$ cat config.mk
export PLATFORM = sky130hd
export DESIGN_NAME = vector_fetch
export DESIGN_NICKNAME = d
export VERILOG_FILES = /design/src/rtl/vector_pkg.sv /design/src/rtl/vec_fifo2.sv /design/src/rtl/vector_fetch.sv
export SDC_FILE = /design/constraint.sdc
export NUM_CORES = 1
export LEC_CHECK = 0
export CAP_MARGIN = 20
export CORE_MARGIN = 2
export CORE_UTILIZATION = 60
export CTS_CLUSTER_DIAMETER = 50
export DETAILED_ROUTE_END_ITERATION = 6
export DONT_BUFFER_PORTS = 1
export PLACE_DENSITY = 0.76
export SYNTH_ARGS = -nofsm -noshare
export SYNTH_HDL_FRONTEND = slang
export SYNTH_SLANG_ARGS = --single-unit
$ cat constraint.sdc
create_clock -name clk -period 2.05 [get_ports clk]
set_clock_uncertainty 0.05 [all_clocks]
set_input_delay 0.205 -clock clk [delete_from_list [all_inputs] [get_ports clk]]
set_output_delay 0.205 -clock clk [all_outputs]
set_load 0.02 [all_outputs]
$ cat src/rtl/vector_pkg.sv
// Shared types and sizes for the vector fetch path: vector width, output FIFO depth, fetch FSM states.
// No logic; pure declarations.
package vector_pkg;
    localparam int VEC_W            = 8;
    localparam int FETCH_FIFO_DEPTH = 2;

    typedef logic [VEC_W-1:0] vec_t;

    typedef logic [0:0] fetch_state_t;
    localparam fetch_state_t FETCH   = 1'b0;
    localparam fetch_state_t BACKOFF = 1'b1;
endpackage

$ cat src/rtl/vec_fifo2.sv
// Two-entry synchronous FIFO: a push is visible at the head 1 cycle later; push and pop may share a cycle.
// Push into a full FIFO is dropped unless the same edge pops; the caller's credit logic keeps that from happening.
module vec_fifo2
    import vector_pkg::*;
(
    input  logic             clk,
    input  logic             rst_n,
    input  logic             push,
    input  logic [VEC_W-1:0] push_data,
    input  logic             pop,
    output logic [VEC_W-1:0] head,
    output logic [1:0]       occupancy
);
    logic [VEC_W-1:0] mem [FETCH_FIFO_DEPTH];
    logic             rd_ptr;
    logic             wr_ptr;
    logic             do_push;
    logic             do_pop;

    assign do_pop  = pop && (occupancy != 2'd0);
    assign do_push = push && ((occupancy != 2'd2) || do_pop);
    assign head    = mem[rd_ptr];

    always_ff @(posedge clk) begin
        if (!rst_n) begin
            mem[0]    <= '0;
            mem[1]    <= '0;
            rd_ptr    <= 1'b0;
            wr_ptr    <= 1'b0;
            occupancy <= 2'd0;
        end else begin
            if (do_push) begin
                mem[wr_ptr] <= push_data;
                wr_ptr      <= ~wr_ptr;
            end
            if (do_pop) begin
                rd_ptr <= ~rd_ptr;
            end
            occupancy <= occupancy + {1'b0, do_push} - {1'b0, do_pop};
        end
    end
endmodule

$ cat src/rtl/vector_fetch.sv
// Polls the vector buffer under a 2-credit limit, backs off RETRY_WAIT cycles after an empty poll, and
// streams vectors out through vec_fifo2 (response to out_valid: 1 cycle). Stats ports: VECTOR_FETCH_STATS_EN.
module vector_fetch
    import vector_pkg::*;
#(
    parameter int RETRY_WAIT = 4
)
(
    input  logic             clk,
    input  logic             rst_n,
    output logic             buf_req,
    input  logic [VEC_W-1:0] buf_vector,
    input  logic             buf_valid,
    output logic [VEC_W-1:0] out_data,
    output logic             out_valid,
    input  logic             out_ready
`ifdef VECTOR_FETCH_STATS_EN
    ,
    output logic [15:0]      delivered_count,
    output logic [15:0]      empty_polls
`endif
);
    fetch_state_t state;
    fetch_state_t state_next;
    logic [7:0]   backoff_cnt;
    logic [7:0]   cnt_next;
    logic         resp_cyc;
    logic [1:0]   occupancy;
    logic [1:0]   occ_next;
    logic         push;
    logic         pop;
    logic         empty_resp;
    logic         credit_ok;

    assign push       = resp_cyc && buf_valid;
    assign empty_resp = resp_cyc && !buf_valid;
    assign out_valid  = (occupancy != 2'd0);
    assign pop        = out_valid && out_ready;
    assign occ_next   = occupancy + {1'b0, push} - {1'b0, pop};
    // The poll in flight this cycle is answered next cycle, so it still holds a FIFO slot.
    assign credit_ok  = ({1'b0, occ_next} + {2'b00, buf_req}) <= 3'd1;

    always_comb begin
        state_next = state;
        cnt_next   = backoff_cnt;
        if (state == FETCH) begin
            if (empty_resp) begin
                state_next = BACKOFF;
                cnt_next   = 8'(RETRY_WAIT);
            end
        end else begin
            // Late empty answers from polls issued before backing off do not restart the wait.
            if (backoff_cnt <= 8'd1) begin
                state_next = FETCH;
                cnt_next   = 8'd0;
            end else begin
                cnt_next = backoff_cnt - 8'd1;
            end
        end
    end

    always_ff @(posedge clk) begin
        if (!rst_n) begin
            state       <= FETCH;
            backoff_cnt <= 8'd0;
            buf_req     <= 1'b0;
            resp_cyc    <= 1'b0;
        end else begin
            state       <= state_next;
            backoff_cnt <= cnt_next;
            buf_req     <= (state_next == FETCH) && credit_ok;
            resp_cyc    <= buf_req;
        end
    end

    vec_fifo2 u_fifo (
        .clk       (clk),
        .rst_n     (rst_n),
        .push      (push),
        .push_data (buf_vector),
        .pop       (pop),
        .head      (out_data),
        .occupancy (occupancy)
    );

`ifdef VECTOR_FETCH_STATS_EN
    always_ff @(posedge clk) begin
        if (!rst_n) begin
            delivered_count <= 16'd0;
            empty_polls     <= 16'd0;
        end else begin
            if (pop && (delivered_count != 16'hFFFF)) begin
                delivered_count <= delivered_count + 16'd1;
            end
            if (empty_resp && (empty_polls != 16'hFFFF)) begin
                empty_polls <= empty_polls + 16'd1;
            end
        end
    end
`endif
endmodule

# Word-level counts from Yosys, hierarchy flattened
# Memory sizes are Yosys's and may differ from the RTL's. A register that Yosys moved wholly into a read port is not among the register bits.
# Index checks and enable logic that the tools add are counted.
[word_totals] mem_count=1 register_bits=15 elab_cells=46 ram_bits=16 input_bits=12 rom_bits=0 latchBits=0
[classes] n_eq_ne=1 n_lt_le_gt_ge=2 n_bitwise=3 shift=0 reduce_logical=11 n_mul=0 add_sub_neg=6 n_div=0 n_mux=15
[memory_table] name="u_fifo.mem" words=2 word_bits=8 read_ports=1 rd_clocked_by_memory_dff=1 write_ports=2 line_no="vec_fifo2.sv:14" rtl="logic [VEC_W-1:0] mem [FETCH_FIFO_DEPTH];"
[ops] op="2-to-1 mux 8 bit" n=4
[ops] op="2-to-1 mux 1 bit" n=11
[ops] op="<= comparator 8 x 1 -> 1 bit (second input constant)" n=1
[ops] op="OR reduction 8 bit" n=1
[ops] op="subtractor 8 x 1 -> 8 bit (second input constant)" n=1
[ops] op="logical AND 1 bit" n=6
[ops] op="adder 2 x 1 -> 2 bit" n=2
[ops] op="nonzero test 2 bit" n=2
[ops] op="subtractor 2 x 1 -> 2 bit" n=2
[ops] op="adder 2 x 1 -> 3 bit" n=1
[ops] op="<= comparator 3 x 1 -> 1 bit (second input constant)" n=1
[ops] op="NOT 1 bit" n=3
[ops] op="inequality test 2 bit (second input constant)" n=1
[ops] op="zero test 1 bit" n=1
[ops] op="logical OR 1 bit" n=1

# Depth between registers and ports, before layout
# Gate-level depths: netlist of the first run.
[logic_depth] depth_word=10 depth_mapped=8 ltp_nobuf=8

# Cells and area by module
# Synthesis of the first run repeated with hierarchy kept, for this count alone.
[unflattened] hier_cells=146 hier_area_um2=1650.3
[modules_own_cells] module="vec_fifo2" area_per_inst_um2=942.2 n_inst=1 cells_per_inst=67
[modules_own_cells] module="vector_fetch" area_per_inst_um2=708.2 n_inst=1 cells_per_inst=79

# Least setup slack after synthesis of the first run
# Ideal clock, no wire load.
[synth_path] path_type="reg-to-reg" start="register resp_cyc" end="memory u_fifo.mem[0][0], enable pin" t_arrival_ns=1.409 path_slack_ns=0.207 required_ns=1.616 path_stages_with_launch=5 n_path_buf=0 path_cell_list="dfxtp_1 -> and2_1 -> a21boi_1 -> inv_1 -> o21ai_0"
[synth_lines] item="from (decl)" line_no="vector_fetch.sv:27" rtl="logic resp_cyc;"
[synth_lines] item="from (signal assigned)" line_no="vector_fetch.sv:72" rtl="resp_cyc <= buf_req;"
[synth_lines] item="to (decl)" line_no="vec_fifo2.sv:14"

# Worst setup path after layout of the first run
[layout_path] start="register u_fifo.occupancy[1]" end="register buf_req"
[layout_via] elab_chain_cells=6 elab_cells_between_ends=7
[layout_rtl] item="from (decl)" line_no="vec_fifo2.sv:12" rtl="output logic [1:0] occupancy"
[layout_rtl] item="from (signal assigned)" line_no="vec_fifo2.sv:39" rtl="occupancy <= occupancy + {1'b0, do_push} - {1'b0, do_pop};"
[layout_rtl] item="nonzero test 2 bit" line_no="vector_fetch.sv:37" rtl="assign out_valid = (occupancy != 2'd0);"
[layout_rtl] item="named net out_valid" line_no="vector_fetch.sv:15" rtl="output logic out_valid,"
[layout_rtl] item="logical AND 1 bit" line_no="vector_fetch.sv:38" rtl="assign pop = out_valid && out_ready;"
[layout_rtl] item="subtractor 2 x 1 -> 2 bit" line_no="vector_fetch.sv:39" rtl="assign occ_next = occupancy + {1'b0, push} - {1'b0, pop};"
[layout_rtl] item="adder 2 x 1 -> 3 bit" line_no="vector_fetch.sv:41" rtl="assign credit_ok = ({1'b0, occ_next} + {2'b00, buf_req}) <= 3'd1;"
[layout_rtl] item="<= comparator 3 x 1 -> 1 bit" line_no="vector_fetch.sv:41"
[layout_rtl] item="logical AND 1 bit" line_no="vector_fetch.sv:71" rtl="buf_req <= (state_next == FETCH) && credit_ok;"
[layout_rtl] item="to (signal assigned)" line_no="vector_fetch.sv:71"
[layout_rtl] item="to (decl)" line_no="vector_fetch.sv:11" rtl="output logic buf_req,"
# The timed path passes the listed nets, and every way through them passes these cells.
# A chain may end at the register's enable or synchronous reset.

==> flow_summary.json, run 1 <==
{
  "p_leak_nw": 0.6582,
  "power_density_nw_per_um2": 948.9,
  "fin_total_pwr_w": 0.001541,
  "synth.top_cells.by_area": "edfxtp_1 32%, dfxtp_1 21%, and2_1 9.0%",
  "vias": 972,
  "multi_input_area_um2": 685.7,
  "instances_no_fill": 176,
  "nets": 162,
  "yosysSeqAreaShare_pct": 52.50,
  "overflow": 0,
  "grt_pass1_vias": 912,
  "finalCritPeriodShare_pct": 92.92,
  "critPathCaptureType": "register",
  "synth_top_area_share_pct": 31.50,
  "htree_levels": 2,
  "wirelength_um": 2450,
  "relSlewSlack_pct": 61.87,
  "tns_ns": 0,
  "die_h_um": 54.42,
  "die_x_um": 54.42,
  "clkTransAtPathRegs_ns": 0.08,
  "clock.fmax_mhz": 525.0,
  "min_period_ns": 1.905,
  "wire_per_inst_um": 13.92,
  "synth_cell_types": 34,
  "dr.pass1.iters": 4,
  "synth.cell_area_um2": 1525,
  "crit_fanout": 3,
  "cts_buffers": 5,
  "cap_viol_max_count": 0,
  "ant_nets": 0,
  "syn_inst": 139,
  "report.final.slew_viol_count": 0,
  "hold_ws_ns": 0.02052,
  "hold_viol": 0,
  "grt_pass1_wl_um": 3988,
  "antenna_found_initial": 0,
  "core_area_um2": 2432,
  "r2r_slack_ns": 0.15,
  "worstPathArrival_ns": 2.11,
  "start_util_pct": 62.71,
  "critical_path_class": "reg2reg",
  "setup_violations": 0,
  "synth_nets": 156,
  "routabilityCongestion": 0.7759,
  "synth_mux_area_share_pct": 5.906,
  "cp.required_ns": 2.26,
  "worst_ir_drop_vdd_mv": 0.8950,
  "clock_latency_ns": 0.32,
  "synth-xor-area-share_pct": 5.168,
  "io_pins": 22,
  "dp.final_hpwl_um": 1834,
  "rows": 18,
  "antenna_cells": 0,
  "synth_simple_gate_area_share_pct": 23.30,
  "synth_fa_ha_area_share_pct": 4.102,
  "grt_usage_pct": 19.62,
  "synth_compound_area_share_pct": 6.481,
  "synth_warnings": 0,
  "cts_hold_buffers": 1,
  "rsz0062_at_grt": "no",
  "avgSynthCellArea_um2": 10.97,
  "grt_max_degree": 12,
  "status": "finished, final reports clean",
  "post_cts_buffers": 0,
  "fill_cells": 220,
  "hold_path_class": "in2reg",
  "synth_area_leader_cell": "edfxtp_1",
  "drive_above_1_share_pct": 14.38,
  "max-clock-path-buffers": 2,
  "ys_ff_latch": 32,
  "seqCellArea_um2": 800.8,
  "post_drt_via_cell_ratio": 5.523,
  "dieArea_um2": 2962,
  "post-route-drc-count": 0,
  "cts_tree": "built",
  "cts_resized": 0,
  "cts-root-buf": "clkbuf_4",
  "drt_first_iter_violations": 9,
  "synth_top_family_by_area": "simple AND/OR/NAND/NOR gates",
  "clock_sinks": 32,
  "area_growth_pct": 6.481,
  "portBuffers": 0,
  "dp.cells": 167,
  "worst_pin_slew_ns": 0.5706,
  "startpoint_type": "register"
}
==> cell type report <==
| type | count | share of cell area (%) |
|---|---|---|
| multi-input cells | 97 | 42.22 |
| clock buffers | 7 | 2.773 |
| clock inverters | 1 | 0.2311 |
| well taps | 30 | 2.311 |
| flip-flops and latches | 32 | 49.31 |
| inverters | 5 | 1.156 |
| repair buffers | 4 | 2.003 |
==> per-layer routing <==
metal / share of wire (%) / routed length (µm) / track usage [%] / vias to the layer above
met5: 0 / 0 / 0 / -
met4: 1.9 / 46 / 8.750 / 0
met3: 5.9 / 144 / 6.831 / 6
met2: 50 / 1236 / 34.14 / 17
met1: 42 / 1024 / 21.37 / 454
li1: - / - / - / 495
==> metrics by stage <==
stage,area (µm²),util (%),setup slack (ns)
6_report,1624,66.77,0.1451
5_1_grt,1624,66.77,0.04627
4_1_cts,1624,66.77,0.1101
3_5_place_dp,1565,64.35,0.1459
3_3_place_gp,1565,64.35,0.2479
2_1_floorplan,1525,-,0.2066
==> kinds of logic (layout without fill, tap and decap cells) <==
kind of cell | count (synthesis) | in the layout
compound gates | 16 | 16
xor+xnor | 9 | 9
buf+inv | 10 | 17
flops | 32 | 32
simple gates | 59 | 59
fa+ha+maj | 5 | 5
mux | 8 | 8
==> synthesized netlist by cell type <==
cell	n
and3b_1	1
buf_2	1
or3b_2	1
nor4_4	1
o41ai_1	1
nor3b_1	2
o31ai_1	1
nor4_1	1
o21a_1	1
nand2_1	8
inv_1	5
and3_1	1
edfxtp_1	16
or4_4	1
a21oi_1	1
a21boi_1	1
a32oi_1	1
and2_1	22
or4_1	1
dfxtp_1	16
nand3_1	3
a31oi_1	1
o21ai_0	8
mux2_2	8
a21boi_0	1
xor2_1	4
clkbuf_1	4
xnor2_1	5
nor2_1	6
nor3_1	3
nor2b_1	5
nand2b_1	1
ha_1	5
or2_2	2
==> power breakdown <==
group	switching, W	internal, W	total, W
clock	0.000189	0.000132	0.000320
sequential	0.0000736	0.000748	0.000822
combinational	0.000219	0.000179	0.000399
total	0.000482	0.00106	0.00154
==> worst paths after layout <==
check / start / endpoint / cells past startpoint
setup / recovery: u_fifo.occupancy[1] / buf_req / 8
hold / removal: rst_n / backoff_cnt[7] / 2
setup reg to reg: u_fifo.occupancy[1] / buf_req / 8
hold reg to reg: backoff_cnt[3] / backoff_cnt[3] / 2
==> placed cells by master (no fill, tap or decap), drive strengths merged, types with 2 or more instances in the layout <==
| cell | synthesis | routed |
|---|---|---|
| nor3 | 3 | 3 |
| nor2 | 6 | 6 |
| ha | 5 | 5 |
| xor2 | 4 | 4 |
| inv | 5 | 5 |
| a21boi | 2 | 2 |
| nor4 | 2 | 2 |
| dfxtp | 16 | 16 |
| or4 | 2 | 2 |
| clkbuf | 4 | 7 |
| edfxtp | 16 | 16 |
| or2 | 2 | 2 |
| nand3 | 3 | 3 |
| nor2b | 5 | 5 |
| xnor2 | 5 | 5 |
| and2 | 22 | 22 |
| nand2 | 8 | 8 |
| o21ai | 8 | 8 |
| mux2 | 8 | 8 |
| buf | 1 | 3 |
| nor3b | 2 | 2 |
==> worst max-delay path, stage by stage (launching register included) <==
cell,delay (ns)
dfxtp_1,0.34
or2_2,0.36
and2_1,0.21
ha_1,0.28
inv_1,0.05
ha_1,0.20
xnor2_1,0.17
nand3_1,0.09
nor2_1,0.09
==> sequential cells by signal (all words and copies together), names as in the netlist, named ones only <==
| register | flops |
|---|---|
| backoff_cnt | 8 |
| buf_req | 1 |
| resp_cyc | 1 |
| state | 1 |
| u_fifo.mem | 16 |
| u_fifo.occupancy | 2 |
| u_fifo.rd_ptr | 1 |
| u_fifo.wr_ptr | 1 |
No activity file was read; power rests on OpenSTA's default activity.
==> run 2: changes to the inputs <==
- RECOVER_POWER: not set -> 25
==> run 2 against run 1 <==
- worst setup slack worse by 0.016 ns
- worst hold slack about the same
- sequential power about the same
==> flow_summary.json, run 2 (same netlist as run 1, synthesis figures left out) <==
{
  "status": "finished, final reports clean",
  "io_pins": 22,
  "htree_levels": 2,
  "hold_viol": 0,
  "post-route-drc-count": 0,
  "finalCritPeriodShare_pct": 93.71,
  "cap_viol_max_count": 0,
  "fill_cells": 220,
  "worst_pin_slew_ns": 0.5705,
  "final_cell_mix": "16 x dfxtp_1, 16 x edfxtp_1, 15 x and2_1",
  "dieArea_um2": 2962,
  "overflow": 0,
  "die_h_um": 54.42,
  "path_depth": 8,
  "hold_path_class": "in2reg",
  "clock_sinks": 32,
  "worstPathArrival_ns": 2.13,
  "grt_pass1_vias": 912,
  "start_util_pct": 62.71,
  "dp.cells": 167,
  "post_drt_via_cell_ratio": 5.528,
  "relSlewSlack_pct": 61.88,
  "placed_area_um2": 1565,
  "cpMostUsedCell": "ha_1",
  "crit_fanout": 3,
  "report.final.slew_viol_count": 0,
  "crit_buf_inv": 1,
  "dr.pass1.iters": 4,
  "crit_chain": "or2_2 > and2_0 > ha_1 > inv_1 > ha_1 > xnor2_1 > nand3_1 > nor2_1",
  "cts_resized": 0,
  "drive_above_1_share_pct": 13.70,
  "cp.required_ns": 2.26,
  "max_stage_delay_ns": 0.36,
  "worst_ir_drop_vdd_mv": 0.8909,
  "power_density_nw_per_um2": 949.5,
  "wirelength_um": 2452,
  "clock.fmax_mhz": 520.5,
  "largest_register_ff_count": 16,
  "regMostFlops": "u_fifo.mem",
  "reg2regPathDepth": 8,
  "critical_path_class": "reg2reg",
  "antenna_found_initial": 0,
  "drt_first_iter_violations": 11,
  "p_leak_nw": 0.6460,
  "portBuffers": 0,
  "grt_max_degree": 12,
  "r2r_slack_ns": 0.13,
  "routabilityCongestion": 0.7759,
  "area_growth_pct": 6.234,
  "seqCellArea_um2": 800.8,
  "core_area_um2": 2432,
  "cp_top_family": "simple AND/OR/NAND/NOR gates",
  "dp.final_hpwl_um": 1834,
  "rsz0062_at_grt": "no",
  "tns_ns": 0,
  "die_x_um": 54.42,
  "dpl_worst_slack_ns": 0.1459,
  "wire_per_inst_um": 13.93,
  "cts_tree": "built",
  "rows": 18,
  "startpoint_type": "register",
  "multi_input_area_um2": 685.7,
  "slowest_stage": "or2_2",
  "vias": 973,
  "min_period_ns": 1.921,
  "setup_violations": 0,
  "reg_top3": "u_fifo.mem: 16 flops, backoff_cnt: 8 flops, u_fifo.occupancy: 2 flops",
  "fin_total_pwr_w": 0.001538,
  "grt_usage_pct": 19.62,
  "antenna_cells": 0,
  "clkTransAtPathRegs_ns": 0.08,
  "cts_buffers": 5,
  "cts-root-buf": "clkbuf_4",
  "postLayoutCellArea_um2": 1620,
  "final.setup.worst_slack_ns": 0.1290,
  "critPathCaptureType": "register",
  "clock_latency_ns": 0.32,
  "grt_pass1_wl_um": 3988,
  "nets": 162,
  "ant_nets": 0,
  "holdPathStages": 2,
  "instances_no_fill": 176,
  "max-clock-path-buffers": 2
}
run 2: changes by cell type in the layout (fill, tap and decap cells not counted), sizes merged:
cell / previous run / this run
buf: 3 / 2
clkbuf: 7 / 8
run 2: metal layers:
layer	track usage [%]	routed length [µm]
met5	0	0
met4	8.750	46
met3	6.831	144
met2	34.14	1215
met1	21.37	1044
run 2: cell type report:
type                            count  share of cell area, %
Inverter                            5                  1.158
Tap cell                           30                  2.317
Clock inverter                      1                 0.2317
Clock buffer                        7                  2.780
Sequential cell                    32                  49.42
Timing Repair Buffer                4                  1.776
Multi-Input combinational cell     97                  42.32
run 2: through the flow:
stage,utilization [%],hold slack (ns)
floorplan,-,0.3532
global placement,64.35,0.2757
detailed placement,64.35,0.2821
CTS,66.77,0.01616
global route,66.62,0.01650
finish,66.62,0.02099
run 2: final timing paths:
check                                    startpoint        endpoint
worst max-delay path            u_fifo.occupancy[1]         buf_req
worst min-delay path                          rst_n  backoff_cnt[7]
worst max register to register  u_fifo.occupancy[1]         buf_req
worst min register to register       backoff_cnt[3]  backoff_cnt[3]
run 2: timing repair:
item	4_1_cts	5_1_grt
hold endpoints to repair	11	0
hold buffers	1	0
setup buffers	0	0
run 2: power by group:
group	switching (W)	internal (W)
combinational	0.000219	0.000178
clock	0.000189	0.000132
sequential	0.0000732	0.000748
total	0.000481	0.00106
run 2: worst register-to-register path: stages (launching register included):
cell	delay, ns
dfxtp_1	0.33
or2_2	0.36
and2_0	0.22
ha_1	0.29
inv_1	0.05
ha_1	0.20
xnor2_1	0.17
nand3_1	0.09
nor2_1	0.09
==> run 3: changes to the inputs <==
--- a/constraint.sdc
+++ b/constraint.sdc
@@ -3,3 +3,3 @@
 set_input_delay 0.205 -clock clk [delete_from_list [all_inputs] [get_ports clk]]
 set_output_delay 0.205 -clock clk [all_outputs]
-set_load 0.02 [all_outputs]
+set_load 0.1 [all_outputs]
==> run 3 against run 2 <==
- fmax increased by 4.9%
- combinational power increased by 100%
- sequential power decreased by 2%
- count of clock-buffer cells in the layout unchanged
- critical path type unchanged
- cell count increased by 4.5%
- worst setup slack improved by 0.090 ns
==> flow_summary.json, run 3 (same netlist as run 1, synthesis figures left out) <==
{
  "cp.required_ns": 2.27,
  "tns_ns": 0,
  "seqPwrFrac_pct": 41.4,
  "cts_resized": 0,
  "ant_nets": 0,
  "min_period_ns": 1.831,
  "vias": 1021,
  "rsz0062_at_grt": "no",
  "cts_hold_buffers": 1,
  "rows": 18,
  "worst_pin_slew_ns": 0.5752,
  "crit_chain": "or2_2 > and2_0 > ha_1 > inv_1 > ha_1 > xnor2_1 > nand3_1 > nor2_1",
  "antenna_cells": 0,
  "portBuffers": 0,
  "grt-busiest-layer": "met2",
  "power.internal_w": 0.001087,
  "swShare_pct": 43.96,
  "htree_levels": 2,
  "holdPathStages": 1,
  "area_growth_pct": 10.99,
  "hold_viol": 0,
  "overflow": 0,
  "max-clock-path-buffers": 2,
  "p_leak_nw": 0.6796,
  "power.net_switching_w": 0.0008528,
  "crit_fanout": 3,
  "clock_latency_ns": 0.33,
  "io_pins": 22,
  "dieArea_um2": 2962,
  "dp.final_hpwl_um": 1807,
  "critPathCaptureType": "register",
  "cts-root-buf": "clkbuf_4",
  "final_cell_mix": "16 x dfxtp_1, 16 x edfxtp_1, 14 x and2_1",
  "regToRegEndpoint": "buf_req",
  "antenna_found_initial": 0,
  "cts_tree": "built",
  "comb_power_share_pct": 41.6,
  "die_h_um": 54.42,
  "drive_above_1_share_pct": 14.29,
  "post-route-drc-count": 0,
  "dr.pass1.iters": 4,
  "max_stage_delay_ns": 0.34,
  "worst_ir_drop_vdd_mv": 1.319,
  "core_area_um2": 2432,
  "final.setup.worst_slack_ns": 0.2189,
  "power_density_nw_per_um2": 1146,
  "min_to": "u_fifo.mem[1][2]",
  "worstHoldStart": "buf_vector[2]",
  "relSlewSlack_pct": 61.57,
  "crit_buf_inv": 1,
  "finalCritPeriodShare_pct": 89.32,
  "status": "finished, final reports clean",
  "clock.fmax_mhz": 546.1,
  "wire_per_inst_um": 14.79,
  "regMostFlops": "u_fifo.mem",
  "use_met1_pct": 25.75,
  "grt_pass1_wl_um": 4278,
  "groute.layer.met3.usage_pct": 9.836,
  "drt_first_iter_violations": 16,
  "r2r-start": "u_fifo.occupancy[1]",
  "clkTransAtPathRegs_ns": 0.09,
  "grt_pass1_vias": 956,
  "slowest_stage": "dfxtp_1",
  "clockPowerShare_pct": 17.0,
  "worstPathArrival_ns": 2.05,
  "post_cts_buffers": 0,
  "largest_register_ff_count": 16,
  "cp_top_family": "simple AND/OR/NAND/NOR gates",
  "critical_path_class": "reg2reg",
  "hold_ws_ns": 0.02163,
  "setup_violations": 0,
  "startpoint_type": "register",
  "wirelength_um": 2721,
  "reg2regPathDepth": 8,
  "start_util_pct": 62.71,
  "grt_usage_pct": 21.57,
  "grt_max_degree": 13,
  "r2r_slack_ns": 0.22,
  "met2_usage_pct": 34.34,
  "dpl_worst_slack_ns": 0.2677,
  "reg_top3": "u_fifo.mem: 16 flops, backoff_cnt: 8 flops, u_fifo.occupancy: 2 flops",
  "routabilityCongestion": 0.7994,
  "clock_sinks": 32,
  "cts_buffers": 5,
  "nets": 170,
  "report.final.slew_viol_count": 0,
  "cpMostUsedCell": "ha_1",
  "post_drt_via_cell_ratio": 5.549,
  "die_x_um": 54.42,
  "cap_viol_max_count": 0,
  "fin_util_pct": 69.60,
  "hold_path_class": "in2reg"
}
[run 3: cell count changes in the layout (fill, tap and decap cells not counted)]
| cell | before | now |
|---|---|---|
| and2_0 | 7 | 8 |
| dlygate4sd3_1 | 1 | 7 |
| and2_1 | 15 | 14 |
| clkbuf_2 | 0 | 1 |
| buf_4 | 2 | 3 |
[run 3: power groups by stage]
stage / sequential (W) / combinational (W) / clock, W
floorplan: 0.000865 / 0.000656 / 0
global placement: 0.000817 / 0.000792 / 0
detailed placement: 0.000821 / 0.000802 / 0
CTS: 0.000806 / 0.000811 / 0.000341
global route: 0.000816 / 0.000857 / 0.000373
finish: 0.000804 / 0.000806 / 0.000330
[run 3: worst reg2reg max path, cell delays in order, from the launching register on]
cell	delay, ns
dfxtp_1	0.34
or2_2	0.30
and2_0	0.20
ha_1	0.28
inv_1	0.05
ha_1	0.21
xnor2_1	0.17
nand3_1	0.09
nor2_1	0.09
[run 3: metal layers]
metal | part of all wire [%] | wire length, µm
met1 | 44 | 1187
met2 | 50 | 1354
met3 | 6.0 | 163
met4 | 0.59 | 16
met5 | 0 | 0
[run 3: cell type report]
type	instances	area (µm²)
tap	30	37.54
clock inverter	1	3.754
fill	202	739.5
multi-input combinational	97	685.7
inverter	5	18.77
clock buffer	7	45.04
timing repair buffer	12	101.3
sequential	32	800.8
[run 3: worst max path at each step]
stage | cells after the start | end | from
floorplan | 8 | buf_req | u_fifo.occupancy[1]
global placement | 8 | buf_req | u_fifo.occupancy[1]
detailed placement | 8 | buf_req | u_fifo.occupancy[1]
CTS | 8 | buf_req | u_fifo.occupancy[1]
global route | 8 | buf_req | u_fifo.occupancy[1]
finish | 8 | buf_req | u_fifo.occupancy[1]
[run 3: stage by stage]
| stage | total power [W] | instance area (µm²) | cells |
|---|---|---|---|
| final | 0.001940 | 1693 | 184 |
| after detailed placement | 0.001623 | 1580 | 169 |
| after global placement | 0.001609 | 1580 | 169 |
| after CTS | 0.001958 | 1639 | 178 |
| after floorplan | 0.001521 | 1525 | 139 |
| after global routing | 0.002046 | 1693 | 184 |
